**config.mk**
```make
export PLATFORM = sky130hd
export DESIGN_NAME = alu_issue_stage_flat
export DESIGN_NICKNAME = d
export VERILOG_FILES = /design/src/rtl/alu_pkg.sv /design/src/rtl/alu_issue_stage_if.sv /design/src/rtl/alu_cmd_fifo.sv /design/src/rtl/alu_issue_stage.sv /design/src/flat_wrapper.sv
export SDC_FILE = /design/constraint.sdc
export NUM_CORES = 1
export LEC_CHECK = 0
export CAP_MARGIN = 20
export CORE_ASPECT_RATIO = 0.5
export CORE_MARGIN = 2
export CORE_UTILIZATION = 47
export CTS_CLUSTER_SIZE = 14
export DETAILED_ROUTE_END_ITERATION = 7
export PLACE_DENSITY = 0.77
export SYNTH_ARGS = -nofsm -noshare
export SYNTH_HDL_FRONTEND = slang
export SYNTH_HIERARCHICAL = 1
export SYNTH_SLANG_ARGS = --single-unit
```
**constraint.sdc**
```tcl
create_clock -name clk -period 3.5 [get_ports clk]
set_input_delay 0.7 -clock clk [delete_from_list [all_inputs] [get_ports clk]]
set_output_delay 0.7 -clock clk [all_outputs]
set_load 0.005 [all_outputs]
```
**src/rtl/alu_pkg.sv**
```systemverilog
// alu_pkg: shared types for the ALU issue stage.
//   opcode_e    : ALU opcode (ADD=0, SUB=1, AND=2, OR=3)
//   cmd_t       : packed {op,a,b} command as buffered in the command FIFO
//   res_state_e : result-stage state (R_EMPTY, R_HOLD)
package alu_pkg;
    localparam int ALU_W = 8;
    typedef enum logic [1:0] {ADD = 2'd0, SUB = 2'd1, AND = 2'd2, OR = 2'd3} opcode_e;
    typedef struct packed {
        opcode_e          op;
        logic [ALU_W-1:0] a;
        logic [ALU_W-1:0] b;
    } cmd_t;
    typedef enum logic {R_EMPTY = 1'b0, R_HOLD = 1'b1} res_state_e;
endpackage

```
**src/rtl/alu_issue_stage_if.sv**
```systemverilog
// alu_issue_stage_if: command and result valid/ready channels of the issue stage.
//   cmd_valid/cmd_ready/cmd_op/cmd_a/cmd_b : command channel into the stage
//   res_valid/res_ready/res_y/res_op       : registered result channel out of the stage
//   res_zero                               : result-is-zero flag, only with ALU_ZERO_FLAG_EN
//   modport slave = the issue stage, modport master = the environment
interface alu_issue_stage_if #(parameter int W = alu_pkg::ALU_W);
    import alu_pkg::*;
    logic           cmd_valid;
    logic           cmd_ready;
    opcode_e        cmd_op;
    logic [W-1:0]   cmd_a;
    logic [W-1:0]   cmd_b;
    logic           res_valid;
    logic           res_ready;
    logic [W-1:0]   res_y;
    opcode_e        res_op;
`ifdef ALU_ZERO_FLAG_EN
    logic           res_zero;
    modport slave  (input cmd_valid, cmd_op, cmd_a, cmd_b, res_ready,
                    output cmd_ready, res_valid, res_y, res_op, res_zero);
    modport master (output cmd_valid, cmd_op, cmd_a, cmd_b, res_ready,
                    input cmd_ready, res_valid, res_y, res_op, res_zero);
`else
    modport slave  (input cmd_valid, cmd_op, cmd_a, cmd_b, res_ready,
                    output cmd_ready, res_valid, res_y, res_op);
    modport master (output cmd_valid, cmd_op, cmd_a, cmd_b, res_ready,
                    input cmd_ready, res_valid, res_y, res_op);
`endif
endinterface

```
**src/rtl/alu_cmd_fifo.sv**
```systemverilog
// alu_cmd_fifo: synchronous DEPTH-entry FIFO of cmd_t commands.
//   clk, rst_n (sync, active-low), clr (sync clear)
//   push/din : write when push=1;  pop : drop head when pop=1
//   head     : head entry, all-zero (ADD,0,0) when empty
//   cnt/full/empty : occupancy
module alu_cmd_fifo
    import alu_pkg::*;
#(
    parameter int DEPTH = 4
) (
    input  logic                       clk,
    input  logic                       rst_n,
    input  logic                       clr,
    input  logic                       push,
    input  cmd_t                       din,
    input  logic                       pop,
    output cmd_t                       head,
    output logic [$clog2(DEPTH+1)-1:0] cnt,
    output logic                       full,
    output logic                       empty
);
    localparam int CW = $clog2(DEPTH + 1);
    localparam int PW = $clog2(DEPTH);
    cmd_t          mem [DEPTH];
    logic [PW-1:0] wr_ptr;
    logic [PW-1:0] rd_ptr;
    assign full  = cnt == CW'(DEPTH);
    assign empty = cnt == '0;
    assign head  = empty ? '0 : mem[rd_ptr];
    always_ff @(posedge clk) begin
        if (!rst_n || clr) begin
            wr_ptr <= '0;
            rd_ptr <= '0;
            cnt    <= '0;
        end else begin
            if (push) mem[wr_ptr] <= din;
            wr_ptr <= wr_ptr + PW'(push);
            rd_ptr <= rd_ptr + PW'(pop);
            cnt    <= cnt + CW'(push) - CW'(pop);
        end
    end
endmodule

```
**src/rtl/alu_issue_stage.sv**
```systemverilog
// alu_issue_stage: buffers {op,a,b} commands, drives the FIFO head onto the ALU and registers its result.
//   clk, rst_n (sync, active-low), flush (sync clear of FIFO and result)
//   bus      : alu_issue_stage_if.slave, command in / result out over valid/ready
//   alu_op/alu_a/alu_b : FIFO head to the ALU (ADD,0,0 when empty);  alu_y : combinational ALU result
//   fifo_cnt : FIFO occupancy
//   ALU_ZERO_FLAG_EN : adds bus.res_zero, registered alongside res_y as (alu_y==0)
module alu_issue_stage
    import alu_pkg::*;
#(
    parameter int DEPTH = 4,
    parameter int W     = ALU_W
) (
    input  logic                       clk,
    input  logic                       rst_n,
    input  logic                       flush,
    alu_issue_stage_if.slave           bus,
    output opcode_e                    alu_op,
    output logic [W-1:0]               alu_a,
    output logic [W-1:0]               alu_b,
    input  logic [W-1:0]               alu_y,
    output logic [$clog2(DEPTH+1)-1:0] fifo_cnt
);
    cmd_t       cmd_in;
    cmd_t       head;
    logic       full;
    logic       empty;
    logic       push;
    logic       issue;
    res_state_e state_q;
    res_state_e state_d;
    logic [W-1:0] res_y_q;
    opcode_e      res_op_q;

    assign cmd_in        = '{op: bus.cmd_op, a: bus.cmd_a, b: bus.cmd_b};
    // full blocks acceptance even when the head is popped this cycle
    assign bus.cmd_ready = rst_n && !flush && !full;
    assign push          = bus.cmd_valid && bus.cmd_ready;
    assign issue         = !empty && (state_q == R_EMPTY || bus.res_ready);
    assign alu_op        = head.op;
    assign alu_a         = head.a;
    assign alu_b         = head.b;
    assign bus.res_y     = res_y_q;
    assign bus.res_op    = res_op_q;

    alu_cmd_fifo #(.DEPTH(DEPTH)) u_fifo (
        .clk   (clk),
        .rst_n (rst_n),
        .clr   (flush),
        .push  (push),
        .din   (cmd_in),
        .pop   (issue),
        .head  (head),
        .cnt   (fifo_cnt),
        .full  (full),
        .empty (empty)
    );

    always_comb begin
        state_d       = issue ? R_HOLD : (bus.res_ready ? R_EMPTY : state_q);
        bus.res_valid = state_q == R_HOLD;
    end

`ifdef ALU_ZERO_FLAG_EN
    logic res_zero_q;
    assign bus.res_zero = res_zero_q;
`endif

    always_ff @(posedge clk) begin
        if (!rst_n || flush) begin
            state_q  <= R_EMPTY;
            res_y_q  <= '0;
            res_op_q <= ADD;
`ifdef ALU_ZERO_FLAG_EN
            res_zero_q <= 1'b0;
`endif
        end else begin
            state_q <= state_d;
            if (issue) begin
                res_y_q  <= alu_y;
                res_op_q <= head.op;
`ifdef ALU_ZERO_FLAG_EN
                res_zero_q <= alu_y == '0;
`endif
            end
        end
    end
endmodule

```
**src/flat_wrapper.sv**
```systemverilog
// flat-port wrapper written by rule: the top's interface ports become plain ports
module alu_issue_stage_flat import alu_pkg::*;
#(
    parameter int DEPTH = 4,
    parameter int W     = ALU_W
)
  (clk, rst_n, flush, alu_op, alu_a, alu_b, alu_y, fifo_cnt, bus_cmd_valid, bus_cmd_op, bus_cmd_a, bus_cmd_b, bus_res_ready, bus_cmd_ready, bus_res_valid, bus_res_y, bus_res_op);
  alu_issue_stage_if #(.W(W)) bus_i ();
  input  logic clk;
  input  logic rst_n;
  input  logic flush;
  output opcode_e alu_op;
  output logic [W-1:0] alu_a;
  output logic [W-1:0] alu_b;
  input  logic [W-1:0] alu_y;
  output logic [$clog2(DEPTH+1)-1:0] fifo_cnt;
  input wire logic [$bits(bus_i.cmd_valid)-1:0] bus_cmd_valid;
  input wire logic [$bits(bus_i.cmd_op)-1:0] bus_cmd_op;
  input wire logic [$bits(bus_i.cmd_a)-1:0] bus_cmd_a;
  input wire logic [$bits(bus_i.cmd_b)-1:0] bus_cmd_b;
  input wire logic [$bits(bus_i.res_ready)-1:0] bus_res_ready;
  output wire logic [$bits(bus_i.cmd_ready)-1:0] bus_cmd_ready;
  output wire logic [$bits(bus_i.res_valid)-1:0] bus_res_valid;
  output wire logic [$bits(bus_i.res_y)-1:0] bus_res_y;
  output wire logic [$bits(bus_i.res_op)-1:0] bus_res_op;
  assign bus_i.cmd_valid = bus_cmd_valid;
  assign bus_i.cmd_op = bus_cmd_op;
  assign bus_i.cmd_a = bus_cmd_a;
  assign bus_i.cmd_b = bus_cmd_b;
  assign bus_i.res_ready = bus_res_ready;
  assign bus_cmd_ready = bus_i.cmd_ready;
  assign bus_res_valid = bus_i.res_valid;
  assign bus_res_y = bus_i.res_y;
  assign bus_res_op = bus_i.res_op;
  alu_issue_stage #(.DEPTH(DEPTH), .W(W)) u_core (.clk(clk), .rst_n(rst_n), .flush(flush), .bus(bus_i), .alu_op(alu_op), .alu_a(alu_a), .alu_b(alu_b), .alu_y(alu_y), .fifo_cnt(fifo_cnt));
endmodule
```
* Yosys cells after proc, flatten, opt, wreduce, memory -nomap -nowiden
Memories as Yosys holds them, arrays and structs flattened. A register that Yosys moved wholly into a read port is not among the register bits.
Cells that the tools add are included.
** Word-level totals
- Flip-flop bits (word level) :: 18
- Latch bits :: 0
- Bits in writable memories :: 72
- Memory bits (read-only) :: 0
- Input port bits :: 31
- Output and inout bits :: 33
- Logic and storage cells :: 32
- Memories kept :: 1
** Cells by class
- Add/sub/neg operators :: 4
- Multipliers :: 0
- Div/mod/pow operators :: 0
- Magnitude comparators :: 0
- Equality and inequality tests :: 1
- Shifts and indexed selects :: 0
- Multiplexer cells :: 7
- Bitwise logic cells :: 1
- Reductions and logical operators :: 12
** Memories
- u_core.u_fifo.mem :: words 4, bits a word 18, read ports 1, clocked after memory_dff 1, wr ports 1, RTL line alu_cmd_fifo.sv:24 : cmd_t mem [DEPTH];
** Operators with widths (count)
- $mux 18 :: 1
- $mux 1 :: 5
- $add 2x1->2 :: 2
- $logic_and 1x1->1 :: 4
- $logic_not 1->1 :: 4
- $add 3x1->3 :: 1
- $eq 3x3->1 const B :: 1
- $logic_not 3->1 :: 1
- $sub 3x1->3 :: 1
- $logic_or 1x1->1 :: 2
- $mux 2 :: 1
- $reduce_bool 2->1 :: 1
- $not 1->1 :: 1

* Logic depth before layout (Yosys ltp)
Gate-level depths: netlist of run 1.
- Word-level depth :: 7
- Mapped depth :: 12
- Mapped depth without buffers :: 9

* Hierarchy
Netlist of run 1, hierarchy kept.
** Modules (own cells, without submodules)
- alu_cmd_fifo :: instances 1, cells each 149, area an instance 3128.0 sq um
- alu_issue_stage :: instances 1, cells each 53, area an instance 464.2 sq um

* Worst setup path before layout of run 1
OpenSTA, ideal clock, no wires.
- Path type :: input-to-reg
- Start point :: in flush
- End point :: mem u_core/u_fifo/mem[0][0] (netlist name), enable pin
- Setup time :: 446 ps
- Data arrival time :: 3167 ps
- Path slack :: -113 ps
- Cell stages on the path :: 4
- Cell sequence :: nand2b_1 nor2_1 and2_1 nor4b_1
** Between the ends
- Word-level cells in the longest chain between the ends :: 7
- Elaborated cells between the ends (all ways) :: 8
- Classes of those cells :: mux: 3; reduce/logical: 5
** Ends and longest elaborated chain
- start, declared :: RTL line flat_wrapper.sv:11 : input logic flush;
- $logic_not 1->1 :: RTL line alu_issue_stage.sv:36 : assign bus.cmd_ready = rst_n && !flush && !full;
- $logic_and 1x1->1 (2 in series) :: RTL line alu_issue_stage.sv:36
- net bus_cmd_ready :: RTL line flat_wrapper.sv:22 : output wire logic [$bits(bus_i.cmd_ready)-1:0] bus_cmd_ready;
- $logic_and 1x1->1 :: RTL line alu_issue_stage.sv:37 : assign push = bus.cmd_valid && bus.cmd_ready;
- net u_core.push :: RTL line alu_issue_stage.sv:27 : logic push;
- $mux 1 :: RTL line alu_cmd_fifo.sv:36 : if (push) mem[wr_ptr] <= din;
- $mux 1 :: RTL line alu_cmd_fifo.sv:31 : if (!rst_n || clr) begin
- $mux 1 (implied by the code) :: RTL line alu_cmd_fifo.sv:36
- end, declared :: RTL line alu_cmd_fifo.sv:24
The timed path passes the listed nets, and every way through them passes these cells.

* Final worst setup path of run 1
- Start point :: in flush
- End point :: out bus_cmd_ready
** Between the ends
- Word-level cells in the longest chain between the ends :: 3
** Ends and longest elaborated chain (RTL line)
- $logic_not 1->1 :: alu_issue_stage.sv:36
- $logic_and 1x1->1 (2 in series) :: alu_issue_stage.sv:36
- end, declared :: flat_wrapper.sv:22
No other way between the ends.

==> reports/metrics.csv, run 1 <==
stage,metric,value,unit
place,dpl ws,0.532,ns
clock_network,clk slew on worst S/H paths,0.06,ns
sta,slew margin rel.,0.602,
sta,period utilization,0.833,
clock_network,cts bufs inserted,9,
sta,RSZ-0062 raised after global routing,no,
sta,Fin. Hold Viols,0,
logic_synthesis,"Avg Cell Area, Syn",17.8,um2
logic_synthesis,post-synthesis cell count,202,
power,Cell Pwr Density,690,nW/um2
setup_path,crit-path max cell delay,0.53,ns
power,Tot Pwr,3.21,mW
clock_network,CTS resizes,0,
die,die area,8400,um2
power,LEAKAGE,1.54,nW
hold_path,worst hold path class,flop to flop,
logic_synthesis,syn_nets,238,
sta,Slew @ Worst Pin,0.597,ns
run,Maximum Capacitance Violations,0,
logic_synthesis,Syn. warnings,6,
grt,largest net degree at the start of global routing,23,
die,Cell Rows,22,
logic_synthesis,#FFs+latches synth,90,
hold_path,Hold Startpoint,u_core/bus.res_y[2]$_SDFFE_PP0P_,
clock_network,setup bufs post-CTS,0,
grt,gr usage total,0.177,
setup_path,critical-path maximum fanout,12,
setup_path,CP startpoint kind,input port,
clock_network,Max clock buf depth,2,
setup_path,crit path buf inv count,2,
place,IO Port Bufs,63,
sta,clock skew,0.00588,ns
grt,number of global-route vias before repair,2086,
sta,Final Critical Period,2.92,ns
routing,Detail Route Antenna Nets,0,
final_layout,Area Growth Syn to Fin,29.5,%
place,Inst Count DP,356,
final_layout,Antenna Cells,0,
clock_network,CTS H-Tree Depth,3,
grt,total global routing overflow,0,
clock_network,clk sinks,90,
final_layout,Finished Layout Cells,372,
final_layout,share of cells above drive strength 1,0.120,
grt,first-pass GRT wire length,10.8,mm
die,die height,65.8,um
setup_path,Worst Path Arrival,2.22,ns
sta,Setup Total Neg Slack,0,ns
routing,DRC,0,
final_layout,fin area,4650,um2
clock_network,TritonCTS clock tree,done,
routing,total wire length,6.56,mm
routing,Iter 0 DRT Violations,120,
setup_path,"delay-heaviest family, CP",buffers and inverters,
die,Horiz. Die Dim,128,um
die,initial core utilization,0.487,
sta,final setup violation count,0,
clock_network,CTS Root Cell,clkbuf_16,
setup_path,"Slowest-stage cell, CP",clkdlybuf4s50_1,
setup_path,Worst Path Required,2.80,ns
routing,Avg WL per Cell,17.6,um
outcome,status,"finished, final reports clean",
setup_path,crit path kind,input port to primary output,
place,Placer Congestion,0.745,
setup_path,crit end category,primary output,
setup_path,"most used cell, CP",clkdlybuf4s50_1,
logic_synthesis,sequential share of the synthesized area,0.702,
clock_network,Hold Buf Count CTS,0,
clock_network,clk_lat worst skew,0.34,ns
grt,initial antenna violation count,0,
routing,vias per cell,5.28,
logic_synthesis,Mapped Area,3590,um2
sta,Max Freq,0.343,GHz
sta,max-slew violation count,0,
routing,drt pass-1 iters,4,
logic_synthesis,synth unique cells,28,
die,Core Footprint,7380,um2
routing,vias,1966,
sta,Hold WS,0.484,ns
final_layout,utilization after layout,0.630,
place,DP HPWL,4.18,mm
place,Placed Area,4330,um2
setup_path,Worst setup startpoint,flush,
final_layout,Layout Nets,307,
sta,final worst setup slack,0.583,ns
power,Max IR drop VDD,0.398,mV
die,I/O pin cnt,64,
setup_path,cells along the critical path,clkdlybuf4s50_1 -> nand2b_1 -> nor2_1 -> clkdlybuf4s50_1,
setup_path,origin of the critical flop-to-flop path,u_core/u_fifo/cnt[0]$_SDFF_PP0_,
cells in the final DEF (no fill, tap or decap), types with 2 or more instances in the layout:
master,count
and2_1,23
o21ai_0,9
buf_4,6
nand3b_1,10
clkdlybuf4s50_1,63
nor2_1,5
edfxtp_1,72
clkbuf_16,9
nand2b_1,3
ha_1,4
mux4_1,8
bufinv_16,2
a21oi_1,11
inv_1,5
dfxtp_1,18
and4b_1,2
xnor2_1,2
mux4_2,10
routing by layer:
metal | track usage | up-vias | wire (um)
met5 | 0 | - | 0
met4 | 0.0591 | 0 | 78
met3 | 0.0591 | 6 | 326
met2 | 0.301 | 49 | 3260
met1 | 0.218 | 986 | 2890
li1 | - | 925 | -
registers in the layout, indices dropped and copies added, names as in the netlist:
register              cells
u_core/u_fifo/mem        72
u_core/u_fifo/rd_ptr      2
u_core/u_fifo/wr_ptr      2
u_core/bus.res_valid      1
u_core/bus.res_y          8
u_core/u_fifo/cnt         3
u_core/bus.res_op         2
path summary, 6_finish.rpt:
kind | cells after the start | end | slack (ns)
setup / recovery | 4 | bus_cmd_ready | 0.58
hold / removal | 2 | u_core/bus.res_y[2]$_SDFFE_PP0P_ | 0.48
setup reg to reg | 9 | u_core/u_fifo/cnt[2]$_SDFF_PP0_ | 0.62
hold reg to reg | 2 | u_core/bus.res_y[2]$_SDFFE_PP0P_ | 0.48
where the power goes:
group / switching (mW) / internal [mW] / total (mW) / leakage [nW]
clock: 0.390 / 0.631 / 1.02 / 0.156
sequential: 0.0261 / 1.20 / 1.22 / 0.793
combinational: 0.408 / 0.555 / 0.963 / 0.596
total: 0.824 / 2.38 / 3.21 / 1.54
Yosys cell counts:
| library cell | instances | area [um2] |
|---|---|---|
| a21oi_1 | 11 | 55.1 |
| and2_1 | 23 | 144 |
| and3_1 | 1 | 6.26 |
| and4_1 | 1 | 8.76 |
| and4b_1 | 2 | 20.0 |
| buf_12 | 1 | 20.0 |
| buf_2 | 4 | 20.0 |
| buf_4 | 2 | 15.0 |
| buf_6 | 1 | 11.3 |
| clkbuf_1 | 3 | 11.3 |
| dfxtp_1 | 18 | 360 |
| edfxtp_1 | 72 | 2160 |
| fa_1 | 1 | 20.0 |
| ha_1 | 4 | 50.1 |
| inv_1 | 5 | 18.8 |
| mux4_1 | 8 | 210 |
| mux4_2 | 10 | 225 |
| nand2b_1 | 3 | 18.8 |
| nand3b_1 | 10 | 75.1 |
| nor2_1 | 5 | 18.8 |
| nor2b_1 | 1 | 6.26 |
| nor2b_2 | 1 | 8.76 |
| nor4b_1 | 1 | 8.76 |
| o21ai_0 | 9 | 45.0 |
| o21ai_1 | 1 | 5.00 |
| or3_1 | 1 | 6.26 |
| xnor2_1 | 2 | 17.5 |
| xor3_1 | 1 | 23.8 |
worst register-to-register path, stage by stage, from the launching register on:
cell and delay [ns]:
dfxtp_1 0.32, or3_1 0.65, inv_1 0.48, nor2_1 0.15
ha_1 0.30, inv_1 0.04, ha_1 0.19, fa_1 0.39
xor3_1 0.21, nor2_1 0.04
kinds of logic (layout without fill, tap and decap cells):
| family | count (synthesis) | after routing | synth area share |
|---|---|---|---|
| DFF | 90 | 90 | 0.702 |
| and+or+nand+nor | 49 | 49 | 0.0895 |
| AOI/OAI and AO/OA | 21 | 21 | 0.0293 |
| muxes | 18 | 18 | 0.121 |
| buffers and inverters | 16 | 90 | 0.0268 |
| adders and majority gates | 5 | 5 | 0.0195 |
| xor gates and xnor gates | 3 | 3 | 0.0115 |
cell type report:
| cell class | instances | area, um2 |
|---|---|---|
| fillers | 489 | 2730 |
| flip-flops and latches | 90 | 2520 |
| multi-input cells | 96 | 988 |
| repair buffers | 69 | 676 |
| clock buffers | 9 | 225 |
| well taps | 96 | 120 |
| clock inverters | 7 | 100 |
| inverters | 5 | 18.8 |
Power figures use the tool's default switching activity.
==> run 2: changes to the inputs <==
--- a/config.mk
+++ b/config.mk
@@ -8,10 +8,10 @@
 export CAP_MARGIN = 20
 export CORE_ASPECT_RATIO = 0.5
 export CORE_MARGIN = 2
-export CORE_UTILIZATION = 47
+export CORE_UTILIZATION = 52
 export CTS_CLUSTER_SIZE = 14
 export DETAILED_ROUTE_END_ITERATION = 7
-export PLACE_DENSITY = 0.77
+export PLACE_DENSITY = 0.81
 export SYNTH_ARGS = -nofsm -noshare
 export SYNTH_HDL_FRONTEND = slang
 export SYNTH_HIERARCHICAL = 1
==> constraint.sdc (replaced) <==
create_clock -name clk -period 2.7 [get_ports clk]
set_input_delay 0.54 -clock clk [delete_from_list [all_inputs] [get_ports clk]]
set_output_delay 0.54 -clock clk [all_outputs]
set_load 0.005 [all_outputs]
==> run 2 against run 1 <==
  * Critical path depth did not move
  * Sequential share of layout area fell by 0.55 points
  * Utilization rose by 7.5 points
  * Routed wire length rose by 0.18%
  * Clock-buffer cell count rose by 1
  * Register-to-register slack got worse by 0.13 ns
  * Worst hold slack improved by 0.0017 ns
  * Critical path type is now flop to primary output
  * Critical endpoint is now alu_op[1]
  * Highest routed layer unchanged
==> reports/metrics.csv, run 2 (same netlist as run 1, synthesis figures left out) <==
stage,metric,value,unit,change
outcome,status,"finished, final reports clean",,unchanged
setup_path,crit-path max cell delay,0.54,ns,was 0.53 ns
hold_path,worst hold path class,flop to flop,,unchanged
final_layout,Top reg by flops,u_core/u_fifo/mem,,unchanged
setup_path,crit end category,primary output,,unchanged
setup_path,Worst setup startpoint,u_core/u_fifo/rd_ptr[0]$_SDFF_PP0_,,was flush
routing,Detail Route Antenna Nets,0,,unchanged
die,initial core utilization,0.538,,was 0.487
grt,number of global-route vias before repair,1966,,was 2086
sta,Fin. Hold Viols,0,,unchanged
sta,final setup violation count,0,,unchanged
sta,Final Critical Period,2.63,ns,
routing,Iter 0 DRT Violations,155,,was 120
grt,gr usage total,0.183,,was 0.177
power,Max IR drop VDD,0.454,mV,was 0.398 mV
sta,period utilization,0.976,,
sta,Hold WS,0.486,ns,was 0.484 ns
clock_network,Max clock buf depth,2,,unchanged
final_layout,Antenna Cells,0,,unchanged
die,die area,7630,um2,was 8400 um2
final_layout,Area Growth Syn to Fin,31.0,%,was 29.5%
final_layout,"commonest cells after routing, fill and taps aside","edfxtp_1, clkdlybuf4s50_1, and2_1, dfxtp_1, a21oi_1",,unchanged
final_layout,Multi-input gate area,993,um2,was 988 um2
clock_network,clk slew on worst S/H paths,0.06,ns,about the same
setup_path,cells along the critical path,buf_4 -> mux4_1 -> and2_1 -> clkdlybuf4s50_1,,was clkdlybuf4s50_1 -> nand2b_1 -> nor2_1 -> clkdlybuf4s50_1
sta,Max Freq,0.380,GHz,
setup_path,Worst Path Arrival,2.09,ns,was 2.22 ns
setup_path,"Slowest-stage cell, CP",mux4_1,,was clkdlybuf4s50_1
final_layout,Layout Nets,314,,was 307
clock_network,Hold Buf Count CTS,0,,unchanged
clock_network,cts bufs inserted,9,,unchanged
sta,clock skew,0.0107,ns,was 0.00588 ns
place,IO Port Bufs,63,,unchanged
die,die height,62.8,um,was 65.8 um
die,Cell Rows,21,,was 22
routing,vias,1992,,was 1966
routing,drt pass-1 iters,4,,unchanged
setup_path,origin of the critical flop-to-flop path,u_core/u_fifo/cnt[0]$_SDFF_PP0_,,unchanged
routing,DRC,0,,unchanged
final_layout,utilization after layout,0.705,,was 0.630
sta,Setup Total Neg Slack,0,ns,unchanged
sta,Slew @ Worst Pin,0.407,ns,was 0.597 ns
die,Horiz. Die Dim,122,um,was 128 um
place,DP HPWL,4.05,mm,was 4.18 mm
setup_path,CP startpoint kind,flop,,was input port
routing,Avg WL per Cell,17.5,um,was 17.6 um
sta,max-slew violation count,0,,unchanged
grt,largest net degree at the start of global routing,22,,was 23
final_layout,"commonest non-fill, non-tap cell in the layout",edfxtp_1,,unchanged
place,Placer Congestion,0.726,,was 0.745
die,Core Footprint,6670,um2,was 7380 um2
final_layout,share of cells above drive strength 1,0.145,,was 0.120
routing,total wire length,6.57,mm,was 6.56 mm
setup_path,critical-path maximum fanout,5,,was 12
setup_path,reg2reg setup slack,0.49,ns,was 0.62 ns
clock_network,clk_lat worst skew,0.34,ns,about the same
setup_path,crit path kind,flop to primary output,,was input port to primary output
grt,total global routing overflow,0,,unchanged
sta,slew margin rel.,0.728,,was 0.602
clock_network,CTS Root Cell,clkbuf_16,,unchanged
routing,vias per cell,5.31,,was 5.28
clock_network,TritonCTS clock tree,done,,unchanged
power,LEAKAGE,1.57,nW,was 1.54 nW
final_layout,register area,2530,um2,was 2520 um2
grt,first-pass GRT wire length,10.0,mm,was 10.8 mm
final_layout,fill count,428,,was 489
setup_path,reg2reg end,u_core/u_fifo/cnt[2]$_SDFF_PP0_,,unchanged
die,I/O pin cnt,64,,unchanged
setup_path,Worst Path Required,2.16,ns,was 2.80 ns
run,Maximum Capacitance Violations,0,,unchanged
clock_network,clk sinks,90,,unchanged
clock_network,CTS H-Tree Depth,3,,unchanged
grt,initial antenna violation count,0,,unchanged
setup_path,FF-to-FF path depth,9,,unchanged
sta,RSZ-0062 raised after global routing,no,,unchanged
final_layout,max reg flops,72,,unchanged
setup_path,end of the critical path,alu_op[1],,was bus_cmd_ready
power,Cell Pwr Density,872,nW/um2,was 690 nW/um2
## run 2: worst min path at each step
stage                                      startpoint                                end  slack (ns)  cells after the start
finish               u_core/bus.res_y[0]$_SDFFE_PP0P_   u_core/bus.res_y[0]$_SDFFE_PP0P_        0.49                      2
global route        u_core/bus.res_op[1]$_SDFFE_PP0P_  u_core/bus.res_op[1]$_SDFFE_PP0P_        0.51                      2
CTS                  u_core/bus.res_y[0]$_SDFFE_PP0P_   u_core/bus.res_y[0]$_SDFFE_PP0P_        0.49                      2
detailed placement   u_core/bus.res_y[0]$_SDFFE_PP0P_   u_core/bus.res_y[0]$_SDFFE_PP0P_        0.48                      2
global placement     u_core/bus.res_y[4]$_SDFFE_PP0P_   u_core/bus.res_y[4]$_SDFFE_PP0P_        0.46                      2
floorplan            u_core/bus.res_y[3]$_SDFFE_PP0P_   u_core/bus.res_y[3]$_SDFFE_PP0P_        0.47                      2
## run 2: area by class of cell
type                    instances  share of cell area
well taps                      92              0.0245
multi-input cells              96               0.211
flip-flops and latches         90               0.537
clock buffers                  10              0.0487
inverters                       5             0.00399
repair buffers                 76               0.166
clock inverters                 6             0.00851
## run 2: layer usage
metal / part of all wire / GRT usage
met3: 0.082 / 0.0821
met1: 0.42 / 0.221
met5: 0 / 0
met2: 0.49 / 0.303
met4: 0.0081 / 0.0474
## run 2: power by group
part	switching [mW]	leakage, nW	internal [mW]
Sequential	0.0429	0.794	1.55
Combinational	0.547	0.644	0.823
Clock	0.510	0.135	0.625
Total	1.10	1.57	3.00
## run 2: through the flow
step	cell area, um2	total power [mW]	std cells	worst slack [ns]
finish	4710	4.10	375	0.0655
global route	4710	4.31	375	0.000807
CTS	4660	4.08	373	0.0337
detailed placement	4400	2.95	357	0.225
global placement	4400	2.90	357	0.327
floorplan	3600	2.32	202	0.158
## run 2: repair_timing
item | CTS | global route
resized for setup | 0 | 3
setup buffers | 0 | 1
endpoints found under the setup margin | 0 | 4
## run 2: worst max-delay path: cells and delay by family (launching register included)
family	cells	cell delay, ns
buffers and inverters	2	0.63
muxes	1	0.54
and+or+nand+nor	1	0.20
DFF	1	0.39
==> run 3: changes to the inputs <==
--- a/config.mk
+++ b/config.mk
@@ -12,6 +12,7 @@
 export CTS_CLUSTER_SIZE = 14
 export DETAILED_ROUTE_END_ITERATION = 7
 export PLACE_DENSITY = 0.81
+export SKIP_CTS_REPAIR_TIMING = 1
 export SYNTH_ARGS = -nofsm -noshare
 export SYNTH_HDL_FRONTEND = slang
 export SYNTH_HIERARCHICAL = 1
==> results of run 3 <==
Same layout as run 2: the final DEF is identical, and so are final timing and power.
